[src/rtl/ahb_ram_store_ctrl.sv]
// rtl/ahb_ram_store_ctrl.sv - AHB-Lite slave sequencing a word-wide RAM with sub-word read-modify-write
module ahb_ram_store_ctrl #(
    parameter int ADDR_W     = 10,
    parameter int RAM_RD_LAT = 1
) (
    input  logic              clk,
    input  logic              rst,
    input  logic              hsel,
    input  logic [1:0]        htrans,
    input  logic              hwrite,
    input  logic [2:0]        hsize,
    input  logic [31:0]       haddr,
    input  logic [31:0]       hwdata,
    input  logic              hready,
    output logic              hreadyout,
    output logic              hresp,
    output logic [31:0]       hrdata,
    output logic              ram_en,
    output logic              ram_we,
    output logic [ADDR_W-1:0] ram_addr,
    output logic [31:0]       ram_wdata,
    input  logic [31:0]       ram_rdata
);

    typedef enum logic [2:0] {
        S_IDLE, S_WR_WORD, S_RD_REQ, S_RD_DATA, S_RMW_RD, S_RMW_WR, S_ERR1, S_ERR2
    } state_t;

    state_t            r_state;
    state_t            w_next;
    logic [2:0]        r_size;
    logic [1:0]        r_lane;
    logic [ADDR_W-1:0] r_addr;
    logic [31:0]       r_wdata;
    logic [31:0]       r_hrdata;
    logic              w_completing;
    logic              w_accept;
    logic              w_illegal;
    logic [31:0]       w_merged;

    assign w_completing = (r_state == S_IDLE)    || (r_state == S_WR_WORD) ||
                          (r_state == S_RD_DATA) || (r_state == S_RMW_WR)  ||
                          (r_state == S_ERR2);
    assign w_accept     = hsel && htrans[1] && hready && w_completing;
    assign w_illegal    = (hsize > 3'b010) ||
                          ((hsize == 3'b001) && haddr[0]) ||
                          ((hsize == 3'b010) && (haddr[1:0] != 2'b00));

    always_ff @(posedge clk) begin
        if (rst) begin
            r_state  <= S_IDLE;
            r_size   <= 3'b000;
            r_lane   <= 2'b00;
            r_addr   <= '0;
            r_wdata  <= 32'h0;
            r_hrdata <= 32'h0;
        end else begin
            r_state <= w_next;
            if (w_accept) begin
                r_size <= hsize;
                r_lane <= haddr[1:0];
                r_addr <= haddr[ADDR_W+1:2];
            end
            if (r_state == S_RMW_RD) begin
                r_wdata <= hwdata;
            end
            if (r_state == S_RD_DATA) begin
                r_hrdata <= ram_rdata;
            end
        end
    end

    // Little-endian lane merge of the captured store data into the word read back in RMW_RD.
    always_comb begin
        w_merged = ram_rdata;
        if (r_size == 3'b000) begin
            w_merged[{r_lane, 3'b000} +: 8] = r_wdata[{r_lane, 3'b000} +: 8];
        end else if (r_lane[1]) begin
            w_merged[31:16] = r_wdata[31:16];
        end else begin
            w_merged[15:0] = r_wdata[15:0];
        end
    end

    always_comb begin
        w_next    = r_state;
        hreadyout = 1'b1;
        hresp     = 1'b0;
        hrdata    = r_hrdata;
        ram_en    = 1'b0;
        ram_we    = 1'b0;
        ram_addr  = '0;
        ram_wdata = 32'h0;
        case (r_state)
            S_WR_WORD: begin
                ram_en    = 1'b1;
                ram_we    = 1'b1;
                ram_addr  = r_addr;
                ram_wdata = hwdata;
            end
            S_RD_REQ: begin
                ram_en    = 1'b1;
                ram_addr  = r_addr;
                hreadyout = 1'b0;
                w_next    = S_RD_DATA;
            end
            S_RD_DATA: begin
                hrdata = ram_rdata;
            end
            S_RMW_RD: begin
                ram_en    = 1'b1;
                ram_addr  = r_addr;
                hreadyout = 1'b0;
                w_next    = S_RMW_WR;
            end
            S_RMW_WR: begin
                ram_en    = 1'b1;
                ram_we    = 1'b1;
                ram_addr  = r_addr;
                ram_wdata = w_merged;
            end
            S_ERR1: begin
                hresp     = 1'b1;
                hreadyout = 1'b0;
                w_next    = S_ERR2;
            end
            S_ERR2: begin
                hresp = 1'b1;
            end
            default: begin
            end
        endcase
        if (w_completing) begin
            if (!w_accept) begin
                w_next = S_IDLE;
            end else if (w_illegal) begin
                w_next = S_ERR1;
            end else if (!hwrite) begin
                w_next = S_RD_REQ;
            end else if (hsize == 3'b010) begin
                w_next = S_WR_WORD;
            end else begin
                w_next = S_RMW_RD;
            end
        end
    end

endmodule

[config.mk]
export PLATFORM = sky130hd
export DESIGN_NAME = ahb_ram_store_ctrl
export DESIGN_NICKNAME = d
export VERILOG_FILES = /design/src/rtl/ahb_ram_store_ctrl.sv
export SDC_FILE = /design/constraint.sdc
export NUM_CORES = 1
export LEC_CHECK = 0
export ABC_AREA = 1
export BUFFER_PORTS_ARGS = -buffer_cell sky130_fd_sc_hd__buf_2
export CELL_PAD_IN_SITES_DETAIL_PLACEMENT = 1
export CELL_PAD_IN_SITES_GLOBAL_PLACEMENT = 2
export CORE_AREA = 3 3 141 143
export CTS_BUF_LIST = sky130_fd_sc_hd__clkbuf_8
export DETAILED_ROUTE_END_ITERATION = 8
export DIE_AREA = 0 0 144 146
export PLACE_DENSITY = 0.92
export SLEW_MARGIN = 20
export SYNTH_ARGS = -nofsm -noshare
export SYNTH_HDL_FRONTEND = slang
export SYNTH_SLANG_ARGS = --single-unit
[constraint.sdc]
create_clock -name clk -period 6 [get_ports clk]
set_input_delay 0.3 -clock clk [delete_from_list [all_inputs] [get_ports clk]]
set_output_delay 0.3 -clock clk [all_outputs]
set_load 0.005 [all_outputs]
======== Yosys cells after proc, flatten, opt, wreduce, memory -nomap -nowiden ========
Cells that the tools add are included.
word-level totals
  bits in registers ....................... 82
  input port bits ......................... 106
  output and inout bits ................... 78
  word-level logic and storage cells ...... 56
cells by class
  add/subtract/negate cells ............... 1
  $lt $le $gt $ge ......................... 1
  equality and inequality tests ........... 9
  shifts and indexed selects .............. 3
  muxes and demuxes ....................... 17
  reduce and logical (&&, ||, !) cells .... 19
operator list
  cell                                                   number
  2-to-1 mux 32 bit                                      2
  case mux 32 bit (2 select lines)                       1
  bitwise mux 32 bit                                     1
  2-to-1 mux 16 bit                                      2
  variable shift 8 x 7 -> 32 bit (first input constant)  1
  indexed part select 32 x 6 -> 8 bit                    1
  indexed part select 8 x 7 -> 32 bit                    1
  2-to-1 mux 3 bit                                       5
  equality test 3 bit (second input constant)            4
  2-to-1 mux 10 bit                                      1
  equality test 3 x 2 -> 1 bit (second input constant)   3
  case mux 3 bit (3 select lines)                        1
  negator 5 -> 7 bit                                     1
  equality test 3 x 1 -> 1 bit (second input constant)   2
  zero test 3 bit                                        2
  logical OR 1 bit                                       6
  logical AND 1 bit                                      5
  2-to-1 mux 1 bit                                       4
  nonzero test 4 bit                                     1
  OR reduction 2 bit                                     2
  OR reduction 4 bit                                     1
  > comparator 3 x 2 -> 1 bit (second input constant)    1
  OR reduction 3 bit                                     1
  nonzero test 2 bit                                     1

======== Logic depth before layout (Yosys ltp) ========
Gate-level depths: netlist of run 1.
  depth in word-level cells ............... 8
  gate-level depth with buffers ........... 11

======== Worst setup path before layout of run 1 ========
OpenSTA, ideal clock, no wires.
  kind .................................... flip-flop to output port
  from .................................... register r_lane[1]
  to ...................................... output port ram_wdata[2]
  data arrival time ....................... 1895 ps
  data required time ...................... 5700 ps
  slack ................................... 3805 ps
  stages on the path, launching flop included .. 10
  path buffers ............................ 2
  cell sequence ........................... dfxtp_1 > buf_2 > inv_1 > buf_2 > ha_1 > nor3_1 > nand2_1 > nand2_1 > nand2_1 > nand2_1
on the way
  word-level cells in the longest chain between the ends .. 5
  elaborated cells on any way between the ends .. 8
  those cells by class .................... add/sub (1); shift (3); mux (4)
RTL lines
  what                                                                                          line  text
  from (decl)                                                                                   32    logic [1:0] r_lane;
  from (signal assigned)                                                                        61    r_lane <= haddr[1:0];
  indexed part select 32 x 6 -> 8 bit / negator 5 -> 7 bit (equally long branches)              77    w_merged[{r_lane, 3'b000} +: 8] = r_wdata[{r_lane, 3'b000} +: 8];
  indexed part select 8 x 7 -> 32 bit / variable shift 8 x 7 -> 32 bit (equally long branches)  77
  bitwise mux 32 bit                                                                            77
  2-to-1 mux 32 bit *                                                                           76    if (r_size == 3'b000) begin
  case mux 32 bit (2 select lines) *                                                            94    case (r_state)
  to (decl)                                                                                     21    output logic [31:0] ram_wdata,
Mark *: on every way between the ends. The rest lies on a longest branch, timed or not.

======== Worst setup path in the final report of run 1 ========
  from .................................... register r_lane[1]
  to ...................................... output port ram_wdata[23]
Same word-level chain as after synthesis.

==> reports/metrics.cfg, run 1 <==
[outcome]
status=finished, final reports clean

[sta]
setup_viol=0
finalCritPeriodShare=0.575
relSlewSlack=0.291
tightest_slew_ns=1.06
fmax_mhz=290
fin_skew_ns=0.0104
timing.final.ws_setup_ns=2.55
finalHoldViolCount=0
period_minus_slack_ns=3.45
slew_viol_final=0
rsz0062_at_grt=no
timing.setup.tns_ns=0

[finish]
syn_to_final_growth_pct=22.8
layout_commonest_cell=nand2_1
multi_input_area_um2=2720
most-common-layout-cells=nand2_1 (274), buf_2 (162), inv_1 (115)
regArea_um2=1640
fillers=2513
nets=1091
drive_gt1_frac=0.214

[global_routing]
overflow=0
grt_pass1_wl_um=29500
grt_pass1_vias=5460
grt_max_degree=83
track_usage=0.178
antenna_found_initial=3

[drt]
drt_drc_violations_left=0
vias_per_cell=4.65
via_count=5670
wl_per_cell_um=15.5
drt_iter0_drc=208
drtAntennaViolNets=0
wl_um=19000
firstDrtPassIters=4

[worst_setup_path]
critPathSlowestCell=clkinv_1
path_cells=inv_1 > ha_1 > clkinv_1 > nand3_1 > nor2_1 > nand2_1 > nand2_1 > nand2_1 > nand2_1 > buf_2
worst_path_largest_cell_delay_ns=0.66
cp-start-kind=flip-flop
crit_top_cell=nand2_1
endpoint_kind=primary output
crit_arrival_ns=3.15
critPathMaxFanout=25
required_ns=5.70
crit_type=flip-flop to primary output
crit_family=buffers and inverters
critPathBufInv=3

[clocking]
numCtsBuffers=9
cts-root-buf=clkbuf_8
htreeDepth=3
clock-sinks=82
postCtsHoldBufs=0
clk_latency_ns=0.37
cts_buffer_depth=2
cts_tree=done
cts_resized=0
postCtsSetupRepairBufs=0
path_clk_slew_ns=0.09

[logic_synthesis]
synth.area.top_cells=dfxtp_1 (33%), nand2_1 (21%), a21oi_1 (9.6%)
ys_ff_latch=82
synth_area_per_cell_um2=5.92
synth_top_area_frac=0.328
yosysUniqueCellTypes=23
syn_inst=847
syn_nets=958
synth-seq-area-share=0.328
ys_warn_count=0
syn_area_um2=5010
ys.flop_type=dfxtp_1
synth-edff-count=0
ys_async_sr_fraction=0
synth_top_cell_by_area=dfxtp_1

[floorplanning]
die_y_um=146
coreArea_um2=18700
die_x_um=144
rows=50
initial_core_util=0.268
io_pins=184
die_area_um2=21000

[power_and_ir_drop]
vdd_drop_max_mv=0.0869
total_leakage_power_nw=3.38
p_total_mw=1.20
p_per_area_nw_per_um2=195

[placement]
place.gp.congestion=0.794
dp_hpwl_um=13800
place.port_buffers=162
pre_cts_ws_ns=3.02

[hold_path]
worstHoldPathType=primary input to flip-flop

[run]
maxCapViolations=0

## cells by family (layout without fill, tap and decap cells)
| kind of cell | after synthesis | count (layout) | share of synthesized area |
|---|---|---|---|
| simple gates | 413 | 413 | 0.329 |
| compound gates | 179 | 179 | 0.198 |
| buf+inv | 168 | 306 | 0.133 |
| flops | 82 | 82 | 0.328 |
| fa+ha+maj | 5 | 5 | 0.0125 |
| other cells | 0 | 1 | 0 |
## worst paths after layout
path                            from                        to  slack (ns)  cells after the start
min                         haddr[4]    r_addr[2]$_SDFFE_PP0P_        0.17                      3
min reg2reg  r_wdata[5]$_SDFFE_PP0P_   r_wdata[5]$_SDFFE_PP0P_        0.47                      2
max           r_lane[1]$_SDFFE_PP0P_             ram_wdata[23]        2.55                     10
max reg2reg  r_state[2]$_SDFFE_PP0P_  r_wdata[29]$_SDFFE_PP0P_        3.98                      5
## cells in the mapped netlist (3+ instances only)
master      n
nand3_1    39
inv_2       3
clkbuf_1   27
a21oi_1    96
a211oi_1    8
nor2_1     85
or2_2       8
ha_1        5
o21ai_0    63
dfxtp_1    82
inv_1     114
clkinv_1    4
a211oi_2   10
nand2_1   275
buf_2      17
## tightest hold or removal path: cells and delay by family
kind                   cells  cell delay (ns)
AOI/OAI and AO/OA          1             0.05
buffers and inverters      1             0.09
and+or+nand+nor            1             0.05
## power by group
group | internal, mW | switching [mW]
combinational | 0.0786 | 0.151
clock | 0.188 | 0.216
sequential | 0.561 | 0.00785
total | 0.828 | 0.374
## sequential cells by signal, summed over array words and instances (netlist names)
name and flops:
r_lane 2, r_wdata 32, r_size 3, r_state 3
r_addr 10, r_hrdata 32
## per-stage QoR
| step | util | instance area (um^2) | hold slack (ns) | std cells |
|---|---|---|---|---|
| 3_3_place_gp | 0.319 | 5960 | 0.446 | 1203 |
| 2_1_floorplan | - | 5010 | 0.435 | 847 |
| 5_1_grt | 0.329 | 6150 | 0.172 | 1219 |
| 3_5_place_dp | 0.319 | 5960 | 0.452 | 1203 |
| 6_report | 0.329 | 6160 | 0.169 | 1220 |
| 4_1_cts | 0.329 | 6150 | 0.140 | 1219 |
## layout make-up
cell class              instances  area share
multi-input cells             597       0.441
flip-flops and latches         82       0.267
repair buffers                169       0.140
inverters                     121      0.0738
well taps                     234      0.0476
clock buffers                   9      0.0201
clock inverters                 7     0.00996
diodes                          1    0.000407
## routing by layer
metal	up-vias	GRT usage	wire, um
li1	2908	-	-
met1	2602	0.252	9180
met2	139	0.270	8220
met3	15	0.0509	1350
met4	6	0.0367	172
met5	-	0	28
(Power assumes the default switching activity.)
==> run 2, diff against run 1 <==
- ABC_AREA: 1 -> 0
- CORE_AREA: 3 3 141 143 -> 3 3 135 137
- DIE_AREA: 0 0 144 146 -> 0 0 138 140
- PLACE_DENSITY: 0.92 -> 0.88
- clock period: 6 -> 3.2 ns (I/O delays scaled with it)
==> reports/metrics.cfg, run 2 <==
[drt]
via_count=4973  ; -12%
firstDrtPassIters=4  ; unchanged
vias_per_cell=5.03  ; +8.2%
wl_per_cell_um=18.4  ; +18%
drtAntennaViolNets=0  ; unchanged
drt_iter0_drc=247  ; +19%
wl_um=18200  ; -4.1%
drt_drc_violations_left=0  ; unchanged

[clocking]
path_clk_slew_ns=0.11  ; +0.02 ns
cts_resized=0  ; unchanged
numCtsBuffers=9  ; unchanged
postCtsSetupRepairBufs=0  ; unchanged
cts_buffer_depth=2  ; unchanged
cts_tree=done
htreeDepth=3  ; unchanged
clock-sinks=82  ; unchanged
clk_latency_ns=0.39  ; +0.02 ns
cts-root-buf=clkbuf_8
postCtsHoldBufs=18  ; +18

[hold_path]
worstHoldPathType=primary input to flip-flop

[finish]
most-common-layout-cells=buf_2 (162), nand2_1 (142), dfxtp_1 (81)
nets=870  ; -20%
design_area_um2=6150  ; about the same
drive_gt1_frac=0.323  ; +0.109
layout_commonest_cell=buf_2
syn_to_final_growth_pct=28.4
diodes=0  ; -1
largestRegisters=r_hrdata x32, r_wdata x32, r_addr x10

[logic_synthesis]
synth-seq-area-share=0.343  ; +0.0152
syn_inst=605  ; -29%
synthTopCellsByCount=nand2_1 (142), dfxtp_1 (82), o21ai_0 (68)
ys_ff_latch=82  ; unchanged
synth_top_area_frac=0.343  ; +0.0152
ys_warn_count=0  ; unchanged
ys_async_sr_fraction=0  ; unchanged
synth.area.top_cells=dfxtp_1 (34%), nand2_1 (11%), mux2_2 (8.7%)
syn_nets=716  ; -25%
yosysUniqueCellTypes=42  ; +83%
ys.flop_type=dfxtp_1
syn_area_um2=4790  ; -4.4%
post-synth-top-count-cell=nand2_1
synth-edff-count=0  ; unchanged
synth_top_cell_by_area=dfxtp_1
synth_area_per_cell_um2=7.92  ; +34%

[global_routing]
overflow=0  ; unchanged
grt_pass1_vias=5141  ; -5.8%
antenna_found_initial=1  ; -2
grt_pass1_wl_um=28800  ; -2.5%
grt_max_degree=47  ; -43%
track_usage=0.184  ; +0.00610

[power_and_ir_drop]
p_total_mw=2.30  ; +92%
vdd_drop_max_mv=0.283  ; +230%
total_leakage_power_nw=2.57  ; -24%
p_per_area_nw_per_um2=374  ; +92%

[floorplanning]
die_x_um=138  ; -4.2%
die_y_um=140  ; -4.1%
io_pins=184  ; unchanged
coreArea_um2=17200  ; -8.2%
rows=48  ; -4.0%
initial_core_util=0.279  ; +0.0109
die_area_um2=19300  ; -8.1%

[sta]
fmax_mhz=348
slew_viol_final=0  ; unchanged
timing.final.ws_setup_ns=0.323  ; -2.23 ns
rsz0062_at_grt=no
timing.setup.tns_ns=0  ; unchanged
finalCritPeriodShare=0.899
fin_hold_ws_ns=0.0219  ; -0.147 ns
tightest_slew_ns=1.06  ; +0.000965 ns
setup_viol=0  ; unchanged
period_minus_slack_ns=2.88
finalHoldViolCount=0  ; unchanged
fin_skew_ns=0.0131  ; +0.00270 ns
relSlewSlack=0.295  ; +0.00477

[placement]
placed_area_um2=5760  ; -3.4%
place.gp.congestion=0.776  ; -2.3%
pre_cts_ws_ns=0.770  ; -2.25 ns
dp_hpwl_um=12900  ; -6.5%
place.port_buffers=162  ; unchanged

[worst_setup_path]
cp-start-kind=flip-flop
path_cells=inv_1 > ha_1 > or3b_2 > nor2_1 > a21oi_1 > o21ai_0 > buf_2
required_ns=3.04  ; -2.66 ns
crit_family=simple AND/OR/NAND/NOR gates
critPathSlowestCell=or3b_2
r2r_slack_ns=1.40  ; -2.58 ns
crit_arrival_ns=2.72  ; -0.43 ns
endpoint_kind=primary output
critPathMaxFanout=7  ; -72%
critPathBufInv=2  ; -1
crit_type=flip-flop to primary output
worst_path_largest_cell_delay_ns=0.56  ; -0.10 ns

[outcome]
status=finished, final reports clean

[run]
maxCapViolations=0  ; unchanged

-- run 2: cell count changes after synthesis, sizes merged, moves of 12 or more --
| cell | before | now |
|---|---|---|
| a211oi | 18 | 0 |
| a21oi | 96 | 59 |
| a221oi | 0 | 16 |
| a32o | 0 | 12 |
| and2 | 0 | 15 |
| inv | 117 | 19 |
| mux2 | 0 | 37 |
| nand2 | 276 | 142 |
| nand3 | 40 | 4 |
| nor2 | 86 | 3 |
| nor2b | 0 | 41 |
-- run 2: final timing paths --
| path | from | endpoint | depth (start not counted) |
|---|---|---|---|
| max | r_lane[1]$_SDFFE_PP0P_ | ram_wdata[24] | 7 |
| min | hwdata[4] | r_wdata[4]$_SDFFE_PP0P_ | 3 |
| max reg2reg | r_state[2]$_SDFFE_PP0P_ | r_hrdata[5]$_SDFF_PP0_ | 4 |
| min reg2reg | r_addr[1]$_SDFFE_PP0P_ | r_addr[1]$_SDFFE_PP0P_ | 2 |
-- run 2: cell families (layout without fill, tap and decap cells) --
logic type | Yosys count | count (layout) | synth area share
simple gates | 225 | 225 | 0.225
compound gates | 174 | 174 | 0.222
flops | 82 | 82 | 0.343
buf+inv | 70 | 229 | 0.0640
mux | 48 | 48 | 0.131
fa+ha+maj | 5 | 5 | 0.0131
xor+xnor | 1 | 1 | 0.00183
-- run 2: report_power, final --
| group | leakage (nW) | switching [mW] | total (mW) | internal, mW |
|---|---|---|---|---|
| Clock | 0.0999 | 0.462 | 0.838 | 0.376 |
| Sequential | 0.664 | 0.0230 | 1.07 | 1.05 |
| Combinational | 1.81 | 0.228 | 0.396 | 0.168 |
-- run 2: metrics by stage --
step | cells | utilization
2_1_floorplan | 605 | -
3_3_place_gp | 955 | 0.335
3_5_place_dp | 955 | 0.335
4_1_cts | 989 | 0.358
5_1_grt | 989 | 0.358
6_report | 989 | 0.358
-- run 2: metal layers --
metal	wire length (um)	global-route usage	part of all wire	vias up
li1	-	-	-	2428
met1	8080	0.240	0.44	2382
met2	8710	0.304	0.48	139
met3	1020	0.0468	0.056	22
met4	355	0.0525	0.020	2
met5	13	0	0.00072	-
-- run 2: cell type report --
type | count | area, um^2
Multi-Input combinational cell | 453 | 2850
Sequential cell | 82 | 1640
Clock buffer | 9 | 124
Timing Repair Buffer | 193 | 1090
Tap cell | 225 | 282
Clock inverter | 7 | 85.1
Fill cell | 2162 | 11000
Inverter | 20 | 75.1
-- run 2: worst min-delay path, stage by stage --
cell and delay (ns):
buf_2 0.11, nand2_1 0.06, a21oi_1 0.05
==> run 3, diff against run 2 <==
- PLACE_DENSITY: 0.88 -> not set
- PLACE_DENSITY_LB_ADDON: not set -> 0.15
==> reports/metrics.cfg, run 3 (synthesis results as in run 2) <==
[power_and_ir_drop]
power.internal_mw=1.74  ; +9.3%
p_total_mw=2.45  ; +6.3%
total_leakage_power_nw=2.55  ; -0.69%
power_switching_share=0.291  ; -0.0192
power_frac_clock=0.402  ; +0.038
seqPwrFrac=0.437  ; -0.027
combinationalPowerShare=0.161  ; -0.011
switchingPower_uw=712  ; -0.26%
vdd_drop_max_mv=0.285  ; +0.84%
p_per_area_nw_per_um2=403  ; +7.6%

[global_routing]
grt_pass1_wl_um=29500  ; +2.3%
top_usage_layer=met2
grt.met1_usage=0.254  ; +0.0142
track_usage=0.193  ; +0.00850
overflow=0  ; unchanged
grt_max_degree=53  ; +13%
grtUsageMet2=0.317  ; +0.0131
met3_usage=0.0475  ; +0.000683
grt_pass1_vias=5139  ; -0.039%
antenna_found_initial=1  ; unchanged

[drt]
wl_um=19100  ; +5.2%
drt_iter0_drc=190  ; -23%
firstDrtPassIters=4  ; unchanged
wl_per_cell_um=19.6  ; +6.4%
drt_drc_violations_left=0  ; unchanged
vias_per_cell=5.09  ; +1.2%
via_count=4976  ; +0.060%
drtAntennaViolNets=0  ; unchanged

[clocking]
numCtsBuffers=9  ; unchanged
path_clk_slew_ns=0.11  ; about the same
clock-sinks=82  ; unchanged
htreeDepth=3  ; unchanged
clk_latency_ns=0.39  ; about the same
cts_buffer_depth=2  ; unchanged
postCtsSetupRepairBufs=0  ; unchanged
cts_tree=done
cts-root-buf=clkbuf_8

[sta]
finalCritPeriodShare=0.912  ; +0.0133
slew_viol_final=0  ; unchanged
rsz0062_at_grt=no
relSlewSlack=0.233  ; -0.0622
timing.setup.tns_ns=0  ; unchanged
period_minus_slack_ns=2.92  ; +0.0425 ns
fin_hold_ws_ns=0.0202  ; -0.00171 ns
tightest_slew_ns=1.15  ; +0.0933 ns
setup_viol=0  ; unchanged
timing.final.ws_setup_ns=0.280  ; -0.0425 ns
fin_skew_ns=0.0149  ; +0.00184 ns
finalHoldViolCount=0  ; unchanged
fmax_mhz=343  ; -1.5%

[outcome]
status=finished, final reports clean

[finish]
stdcell_count=978  ; -1.1%
layout_commonest_cell=buf_2
fillers=2119  ; -2.0%
diodes=0  ; unchanged
most-common-layout-cells=buf_2 (162), nand2_1 (142), dfxtp_1 (81)
largestRegisters=r_hrdata x32, r_wdata x32, r_addr x10
nets=859  ; -1.3%
drive_gt1_frac=0.329  ; +0.00605
syn_to_final_growth_pct=27.0

[worst_setup_path]
cp-start-kind=flip-flop
crit_arrival_ns=2.76  ; +0.04 ns
endpoint_kind=primary output
critPathLaunch=r_lane[1]$_SDFFE_PP0P_
required_ns=3.04  ; about the same
reg2reg_from=r_state[0]$_SDFFE_PP0P_
crit_type=flip-flop to primary output
critPathMaxFanout=30  ; +23

[run]
maxCapViolations=0  ; unchanged

[floorplanning]
die_area_um2=19300  ; unchanged
io_pins=184  ; unchanged
die_y_um=140  ; unchanged
die_x_um=138  ; unchanged
rows=48  ; unchanged
initial_core_util=0.279  ; unchanged
coreArea_um2=17200  ; unchanged

[placement]
pre_cts_ws_ns=0.651  ; -0.120 ns
dp_hpwl_um=13800  ; +6.9%
place.port_buffers=162  ; unchanged
place_inst=956  ; +0.10%
place.gp.congestion=0.806  ; +3.9%

[hold_path]
min_from=hwdata[4]
worstHoldPathType=primary input to flip-flop

-- run 3: power groups by stage --
stage	registers (mW)	clock network, mW	logic [mW]
after floorplan	1.08	0	0.217
after global placement	1.09	0	0.380
after detailed placement	1.09	0	0.388
after CTS	1.07	1.02	0.396
after global routing	1.07	1.06	0.435
final	1.07	0.985	0.394
-- run 3: routing by layer --
layer | share of wire | up-vias
met5 | 0.00037 | -
met4 | 0.022 | 2
met3 | 0.045 | 22
met1 | 0.46 | 2426
met2 | 0.47 | 130
li1 | - | 2396
-- run 3: per-stage QoR --
step | cell area (um^2) | util
CTS | 6080 | 0.354
finish | 6080 | 0.354
global route | 6080 | 0.354
global placement | 5770 | 0.336
floorplan | 4790 | -
detailed placement | 5770 | 0.336
-- run 3: layout make-up --
| cell class | count | area, um^2 | area share |
|---|---|---|---|
| Clock buffer | 9 | 124 | 0.0204 |
| Clock inverter | 7 | 128 | 0.0210 |
| Inverter | 20 | 75.1 | 0.0123 |
| Multi-Input combinational cell | 453 | 2850 | 0.469 |
| Sequential cell | 82 | 1640 | 0.270 |
| Tap cell | 225 | 282 | 0.0463 |
| Timing Repair Buffer | 182 | 976 | 0.160 |
-- run 3: final timing paths --
path / cells after the start / slack [ns] / to
hold / removal: 3 / 0.02 / r_wdata[4]$_SDFFE_PP0P_
setup reg to reg: 4 / 1.41 / r_state[0]$_SDFFE_PP0P_
hold reg to reg: 2 / 0.46 / r_addr[4]$_SDFFE_PP0P_
setup / recovery: 7 / 0.28 / ram_wdata[25]
-- run 3: critical path: stages (launching register included) --
cell     delay [ns]
dfxtp_2        0.35
buf_4          0.36
ha_1           0.25
or3b_2         0.54
nor2_1         0.34
a31oi_1        0.14
o21ai_0        0.25
buf_2          0.16
-- run 3: repair_timing --
item,4_1_cts,5_1_grt
gates resized for setup,0,0
hold buffers,6,0
hold endpoints to repair,6,0
